$ cat src/rtl/btb_2way_if.sv
// rtl/btb_2way_if.sv - lookup/update/counter bundle between fetch, resolve stage and the BTB
interface btb_2way_if;
    logic        lookup_valid;
    logic [31:0] lookup_pc;
    logic        btb_hit;
    logic [65:0] btb_out;
    logic        upd_valid;
    logic [31:0] upd_pc;
    logic [31:0] upd_target;
    logic [1:0]  upd_type;
    logic        flush;
    logic [31:0] hit_count;
    logic [31:0] miss_count;

    modport master (
        output lookup_valid, lookup_pc, upd_valid, upd_pc, upd_target, upd_type, flush,
        input  btb_hit, btb_out, hit_count, miss_count
    );

    modport slave (
        input  lookup_valid, lookup_pc, upd_valid, upd_pc, upd_target, upd_type, flush,
        output btb_hit, btb_out, hit_count, miss_count
    );
endinterface

$ cat src/rtl/btb_2way.sv
// rtl/btb_2way.sv - 2-way set-associative branch target buffer with per-set LRU and hit/miss counters
module btb_2way #(
    parameter int SETS = 16
) (
    input  logic        clk,
    input  logic        rst,
    btb_2way_if.slave   bus
);
    localparam int IDX   = $clog2(SETS);
    localparam int TAG_W = 30 - IDX;

    logic [SETS-1:0]  valid0, valid1;
    logic [SETS-1:0]  lru;
    logic [TAG_W-1:0] tag0 [SETS];
    logic [TAG_W-1:0] tag1 [SETS];
    logic [31:0]      tgt0 [SETS];
    logic [31:0]      tgt1 [SETS];
    logic [1:0]       typ0 [SETS];
    logic [1:0]       typ1 [SETS];
    logic [31:0]      hit_cnt, miss_cnt;

    logic [IDX-1:0]   l_set, u_set;
    logic [TAG_W-1:0] l_tag, u_tag;
    logic             l_hit0, l_hit1, l_hit;
    logic             u_match0, u_match1;
    logic             u_way;
    logic             u_go;
    logic             unused_pc_lsbs;

    assign l_set = bus.lookup_pc[IDX+1:2];
    assign l_tag = bus.lookup_pc[31:IDX+2];
    assign u_set = bus.upd_pc[IDX+1:2];
    assign u_tag = bus.upd_pc[31:IDX+2];
    assign unused_pc_lsbs = ^{bus.lookup_pc[1:0], bus.upd_pc[1:0]};

    assign l_hit0 = valid0[l_set] && (tag0[l_set] == l_tag);
    assign l_hit1 = valid1[l_set] && (tag1[l_set] == l_tag);
    assign l_hit  = l_hit0 || l_hit1;

    always_comb begin
        bus.btb_out = '0;
        if (l_hit0)
            bus.btb_out = {l_tag, l_set, 2'b00, tgt0[l_set], typ0[l_set]};
        else if (l_hit1)
            bus.btb_out = {l_tag, l_set, 2'b00, tgt1[l_set], typ1[l_set]};
    end

    assign bus.btb_hit    = l_hit;
    assign bus.hit_count  = hit_cnt;
    assign bus.miss_count = miss_cnt;

    // Way choice: in-place match, then first free way, then the LRU victim.
    assign u_match0 = valid0[u_set] && (tag0[u_set] == u_tag);
    assign u_match1 = valid1[u_set] && (tag1[u_set] == u_tag);

    always_comb begin
        u_way = lru[u_set];
        if (u_match0)
            u_way = 1'b0;
        else if (u_match1)
            u_way = 1'b1;
        else if (!valid0[u_set])
            u_way = 1'b0;
        else if (!valid1[u_set])
            u_way = 1'b1;
    end

    assign u_go = bus.upd_valid && (bus.upd_type != 2'b11) && !bus.flush;

    always_ff @(posedge clk or negedge rst) begin
        if (!rst) begin
            valid0   <= '0;
            valid1   <= '0;
            lru      <= '0;
            hit_cnt  <= '0;
            miss_cnt <= '0;
        end else begin
            if (bus.lookup_valid) begin
                if (l_hit)
                    hit_cnt <= hit_cnt + 32'd1;
                else
                    miss_cnt <= miss_cnt + 32'd1;
            end
            if (bus.flush) begin
                valid0 <= '0;
                valid1 <= '0;
                lru    <= '0;
            end else begin
                // Update is written last so its MRU choice overrides a same-set lookup hit.
                if (bus.lookup_valid && l_hit)
                    lru[l_set] <= !l_hit1 || l_hit0 ? 1'b1 : 1'b0;
                if (u_go) begin
                    lru[u_set] <= ~u_way;
                    if (u_way)
                        valid1[u_set] <= 1'b1;
                    else
                        valid0[u_set] <= 1'b1;
                end
            end
        end
    end

    always_ff @(posedge clk) begin
        if (u_go) begin
            if (u_way) begin
                tag1[u_set] <= u_tag;
                tgt1[u_set] <= bus.upd_target;
                typ1[u_set] <= bus.upd_type;
            end else begin
                tag0[u_set] <= u_tag;
                tgt0[u_set] <= bus.upd_target;
                typ0[u_set] <= bus.upd_type;
            end
        end
    end
endmodule

$ cat src/flat_wrapper.sv
// flat-port wrapper written by rule: the top's interface ports become plain ports
module btb_2way_flat 
#(
    parameter int SETS = 16
)
  (clk, rst, bus_lookup_valid, bus_lookup_pc, bus_upd_valid, bus_upd_pc, bus_upd_target, bus_upd_type, bus_flush, bus_btb_hit, bus_btb_out, bus_hit_count, bus_miss_count);
  btb_2way_if bus_i ();
  input  logic clk;
  input  logic rst;
  input wire logic [$bits(bus_i.lookup_valid)-1:0] bus_lookup_valid;
  input wire logic [$bits(bus_i.lookup_pc)-1:0] bus_lookup_pc;
  input wire logic [$bits(bus_i.upd_valid)-1:0] bus_upd_valid;
  input wire logic [$bits(bus_i.upd_pc)-1:0] bus_upd_pc;
  input wire logic [$bits(bus_i.upd_target)-1:0] bus_upd_target;
  input wire logic [$bits(bus_i.upd_type)-1:0] bus_upd_type;
  input wire logic [$bits(bus_i.flush)-1:0] bus_flush;
  output wire logic [$bits(bus_i.btb_hit)-1:0] bus_btb_hit;
  output wire logic [$bits(bus_i.btb_out)-1:0] bus_btb_out;
  output wire logic [$bits(bus_i.hit_count)-1:0] bus_hit_count;
  output wire logic [$bits(bus_i.miss_count)-1:0] bus_miss_count;
  assign bus_i.lookup_valid = bus_lookup_valid;
  assign bus_i.lookup_pc = bus_lookup_pc;
  assign bus_i.upd_valid = bus_upd_valid;
  assign bus_i.upd_pc = bus_upd_pc;
  assign bus_i.upd_target = bus_upd_target;
  assign bus_i.upd_type = bus_upd_type;
  assign bus_i.flush = bus_flush;
  assign bus_btb_hit = bus_i.btb_hit;
  assign bus_btb_out = bus_i.btb_out;
  assign bus_hit_count = bus_i.hit_count;
  assign bus_miss_count = bus_i.miss_count;
  btb_2way #(.SETS(SETS)) u_core (.clk(clk), .rst(rst), .bus(bus_i));
endmodule
$ cat config.mk
export PLATFORM = sky130hd
export DESIGN_NAME = btb_2way_flat
export DESIGN_NICKNAME = d
export VERILOG_FILES = /design/src/rtl/btb_2way_if.sv /design/src/rtl/btb_2way.sv /design/src/flat_wrapper.sv
export SDC_FILE = /design/constraint.sdc
export NUM_CORES = 2
export LEC_CHECK = 0
export BUFFER_PORTS_ARGS = -buffer_cell sky130_fd_sc_hd__buf_2
export CORE_ASPECT_RATIO = 1.1
export CORE_MARGIN = 1.5
export CORE_UTILIZATION = 55
export CTS_BUF_LIST = sky130_fd_sc_hd__clkbuf_16
export DETAILED_ROUTE_END_ITERATION = 8
export GPL_TIMING_DRIVEN = 0
export PLACE_DENSITY = 0.72
export SYNTH_ARGS = -nofsm -noshare
export SYNTH_HDL_FRONTEND = slang
export SYNTH_SLANG_ARGS = --single-unit
$ cat constraint.sdc
create_clock -name clk -period 12.7 [get_ports clk]
set_clock_uncertainty 0.15 [all_clocks]
set_input_delay 2.54 -clock clk [delete_from_list [all_inputs] [get_ports clk]]
set_output_delay 2.54 -clock clk [all_outputs]
set_load 0.005 [all_outputs]
==> impl_metrics.tcl <==
set metrics [dict create \
    slowest_stage "buf_1" \
    holdPathEnd "u_core.bus.hit_count[31]$_DFFE_PN0N_" \
    ys_seq_area_share_pct 69.5 \
    synth_top_family_by_area "multiplexers" \
    hp-start "u_core.bus.hit_count[31]$_DFFE_PN0N_" \
    clock_latency_ps 880 \
    clockBufferDepth 3 \
    worstReg2RegEnd "u_core.tgt1[11][5]$_DFFE_PP_" \
    yosysWarnings 0 \
    worstMarginPinSlew_ps 1610 \
    layout_min_cycle_time_ps 12890 \
    fin_area_um2 99300 \
    slowest_delay_ps 1120 \
    die_w_um 382 \
    cts_max_level 4 \
    drt-initial-drc-count 7922 \
    cts_setup_buffers 0 \
    hold_viol_final 0 \
    finalNetCount 4907 \
    routedWlPerCell_um 41.6 \
    worstHoldPathType "flop to flop" \
    portBuffers 215 \
    synth-seq-cells 2032 \
    start_kind "input port" \
    max_slew_margin_pct -7.35 \
    coreArea_um2 157000 \
    synthXorXnorAreaFrac_pct 1.48 \
    cts.sinks 2032 \
    yosys.area.top_type "edfxtp_1" \
    die_h_um 420 \
    synth_cell_types 72 \
    reg2reg_from "u_core.tag1[7][11]$_DFFE_PP_" \
    critPathRequiredTime_ps 10010 \
    dieArea_um2 161000 \
    vias_per_cell 7.22 \
    failed_checks "capacitance limit, slew limit, setup timing" \
    synthMuxAreaShare_pct 21.7 \
    drive_gt1_share_pct 31.2 \
    path_max_fanout 10 \
    grt_pass1_wl_mm 399 \
    leakage_nw 32.9 \
    synth_simple_gate_area_share_pct 2.81 \
    layout_common_cells "1920 x edfxtp_1, 762 x mux4_2, 271 x buf_2" \
    synth_fa_ha_area_share_pct 0.0288 \
    place_area_um2 92900 \
    finalMaxSlewViolations 49 \
    wirelength_mm 293 \
    r2r_setup_slack_ps 5520 \
    synth_edf_count 1920 \
    initial_core_util_pct 55.6 \
    met2_length_mm 139 \
    grt_antenna_before_repair 19 \
    overflow 0 \
    grt_start_max_net_pins 73 \
    p_per_area_nw_per_um2 145 \
    holdPathStages 1 \
    synthFlopType "edfxtp_1" \
    synth_top_cell_area_share_pct 66.2 \
    dp_hpwl_mm 196 \
    crit_type "input port to primary output" \
    syn_avg_cell_area_um2 20.5 \
    layout_commonest_cell "edfxtp_1" \
    rows 152 \
    setup_viol 19 \
    crit_top_cell "clkbuf_1" \
    n_fill_cell 10600 \
    status "finished, violations left" \
    clk_pin_slew_worst_paths_ps 70 \
    peakVddDrop_mv 0.136 \
    dr.max_layer_used "met5" \
    wl_met1_mm 96.2 \
    arrival_ps 10200 \
    antenna_left 0 \
    cts_made_buffers 199 \
    grt_use_total_pct 36.8 \
    gp_congestion 1.03 \
    syn_inst 4250 \
    cts_tree "done" \
    syn_area_um2 87000 \
    fin_util_pct 63.5 \
    fin_crit_sh_pct 101 \
    setup_ws_ps -187 \
    cp_cell_sequence "buf_4 -> buf_2 -> clkbuf_1 -> buf_1 -> mux4_2 -> a221oi_1 -> xor2_1 -> nand4_1 -> nor4_1 -> o2111ai_2 -> clkbuf_1 -> clkbuf_1 -> nand2b_1 -> o21ai_0 -> buf_2" \
    async_flop_share_pct 5.51 \
    dr.pass1.iters 6 \
    syn2layout_area_growth_pct 14.1 \
    max_cap_violations 6 \
    crit_path_end_kind "primary output" \
    grt_pass1_vias 50100 \
    met3WireLength_mm 35.8 \
    clock_tree.root_cell "clkbuf_16" \
    drc 0 \
    synth_compound_area_share_pct 2.80 \
    synth.top_cells.by_area "edfxtp_1 66%, mux4_2 20%, dfrtp_1 3.2%" \
    pin_count 234 \
    vias 50900 \
    max_freq_mhz 77.6 \
    r2r_cells 13 \
]
-- worst max-delay path by stage --
stage | depth (start not counted) | endpoint | startpoint
floorplan | 13 | u_core.tag1[11][0]$_DFFE_PP_ | bus_upd_pc[2]
global placement | 13 | u_core.tgt1[12][1]$_DFFE_PP_ | bus_upd_pc[4]
detailed placement | 16 | bus_btb_out[44] | bus_lookup_pc[4]
CTS | 17 | bus_btb_out[12] | bus_lookup_pc[3]
global route | 16 | bus_btb_out[12] | bus_lookup_pc[4]
finish | 15 | bus_btb_out[27] | bus_lookup_pc[3]
-- layout make-up --
type / count / area (um^2) / share of cell area (%)
clock buffer: 202 / 5050 / 5.09
multi-input combinational: 1911 / 25300 / 25.4
clock inverter: 166 / 1380 / 1.38
antenna: 6 / 15.0 / 0.0151
inverter: 36 / 140 / 0.141
sequential: 2032 / 60500 / 60.9
tap: 2079 / 2600 / 2.62
buffer: 271 / 1350 / 1.35
timing repair buffer: 351 / 3090 / 3.11
-- registers in the layout, indices dropped and copies added, names as in the netlist --
| name | count |
|---|---|
| u_core.bus.hit_count | 32 |
| u_core.bus.miss_count | 32 |
| u_core.lru | 16 |
| u_core.tag0 | 416 |
| u_core.tag1 | 416 |
| u_core.tgt0 | 512 |
| u_core.tgt1 | 512 |
| u_core.typ0 | 32 |
| u_core.typ1 | 32 |
| u_core.valid0 | 16 |
| u_core.valid1 | 16 |
-- stage by stage --
step / power (W) / std cells / hold slack [ps] / worst slack [ps] / setup TNS [ps]
global placement: 0.00856 / 6545 / 306 / -9110 / -6801600
finish: 0.0144 / 7054 / 326 / -187 / -2100
global route: 0.0146 / 7049 / 350 / -5.11 / -5.11
CTS: 0.0143 / 7049 / 324 / 24.1 / 0
detailed placement: 0.00858 / 6681 / 311 / -29.8 / -192
floorplan: 0.00810 / 4251 / 311 / 2390 / 0
-- timing repair --
action                                  CTS  global route
gates resized for setup                   2             4
endpoints found under the setup margin    9            17
hold buffers                              0             0
-- cells by family (layout without fill, tap and decap cells) --
family,Yosys count,in the layout
flip-flops,2032,2032
XOR/XNOR,147,147
AO/OA/AOI/OAI,347,347
other,1,8
AND/OR/NAND/NOR,477,477
adder cells (fa/ha/maj),2,2
multiplexers,936,936
buffers and inverters,308,1026
-- worst max-delay path: cells and delay by family --
| kind | cells | cell delay [ps] |
|---|---|---|
| compound gates | 3 | 1670 |
| buf+inv | 7 | 4070 |
| simple gates | 3 | 1210 |
| mux | 1 | 440 |
| xor+xnor | 1 | 190 |
-- synthesized netlist by cell type, types with 34 or more instances --
cell type,number
nand2b_1,40
mux2i_1,158
o21ai_0,81
nand4_1,36
nor2_1,100
xor2_1,34
buf_1,51
nand2_1,99
nand3_1,44
edfxtp_1,1920
clkbuf_1,132
mux4_2,762
and2_1,34
dfrtp_1,112
buf_2,52
nor3_1,36
xnor2_1,113
-- routing by layer --
metal / GRT usage [%] / up-vias
li1: - / 19100
met1: 45.6 / 26600
met2: 58.1 / 4197
met3: 9.57 / 997
met4: 23.3 / 16
met5: 0 / -
-- power by group --
group	total (W)	leakage (nW)	internal, W	switching, W
Combinational	0.00107	10.7	0.000385	0.000684
Clock	0.00588	3.31	0.00329	0.00259
Sequential	0.00741	18.8	0.00738	0.0000304
Total	0.0144	32.9	0.0111	0.00330
Power figures use the tool's default switching activity.
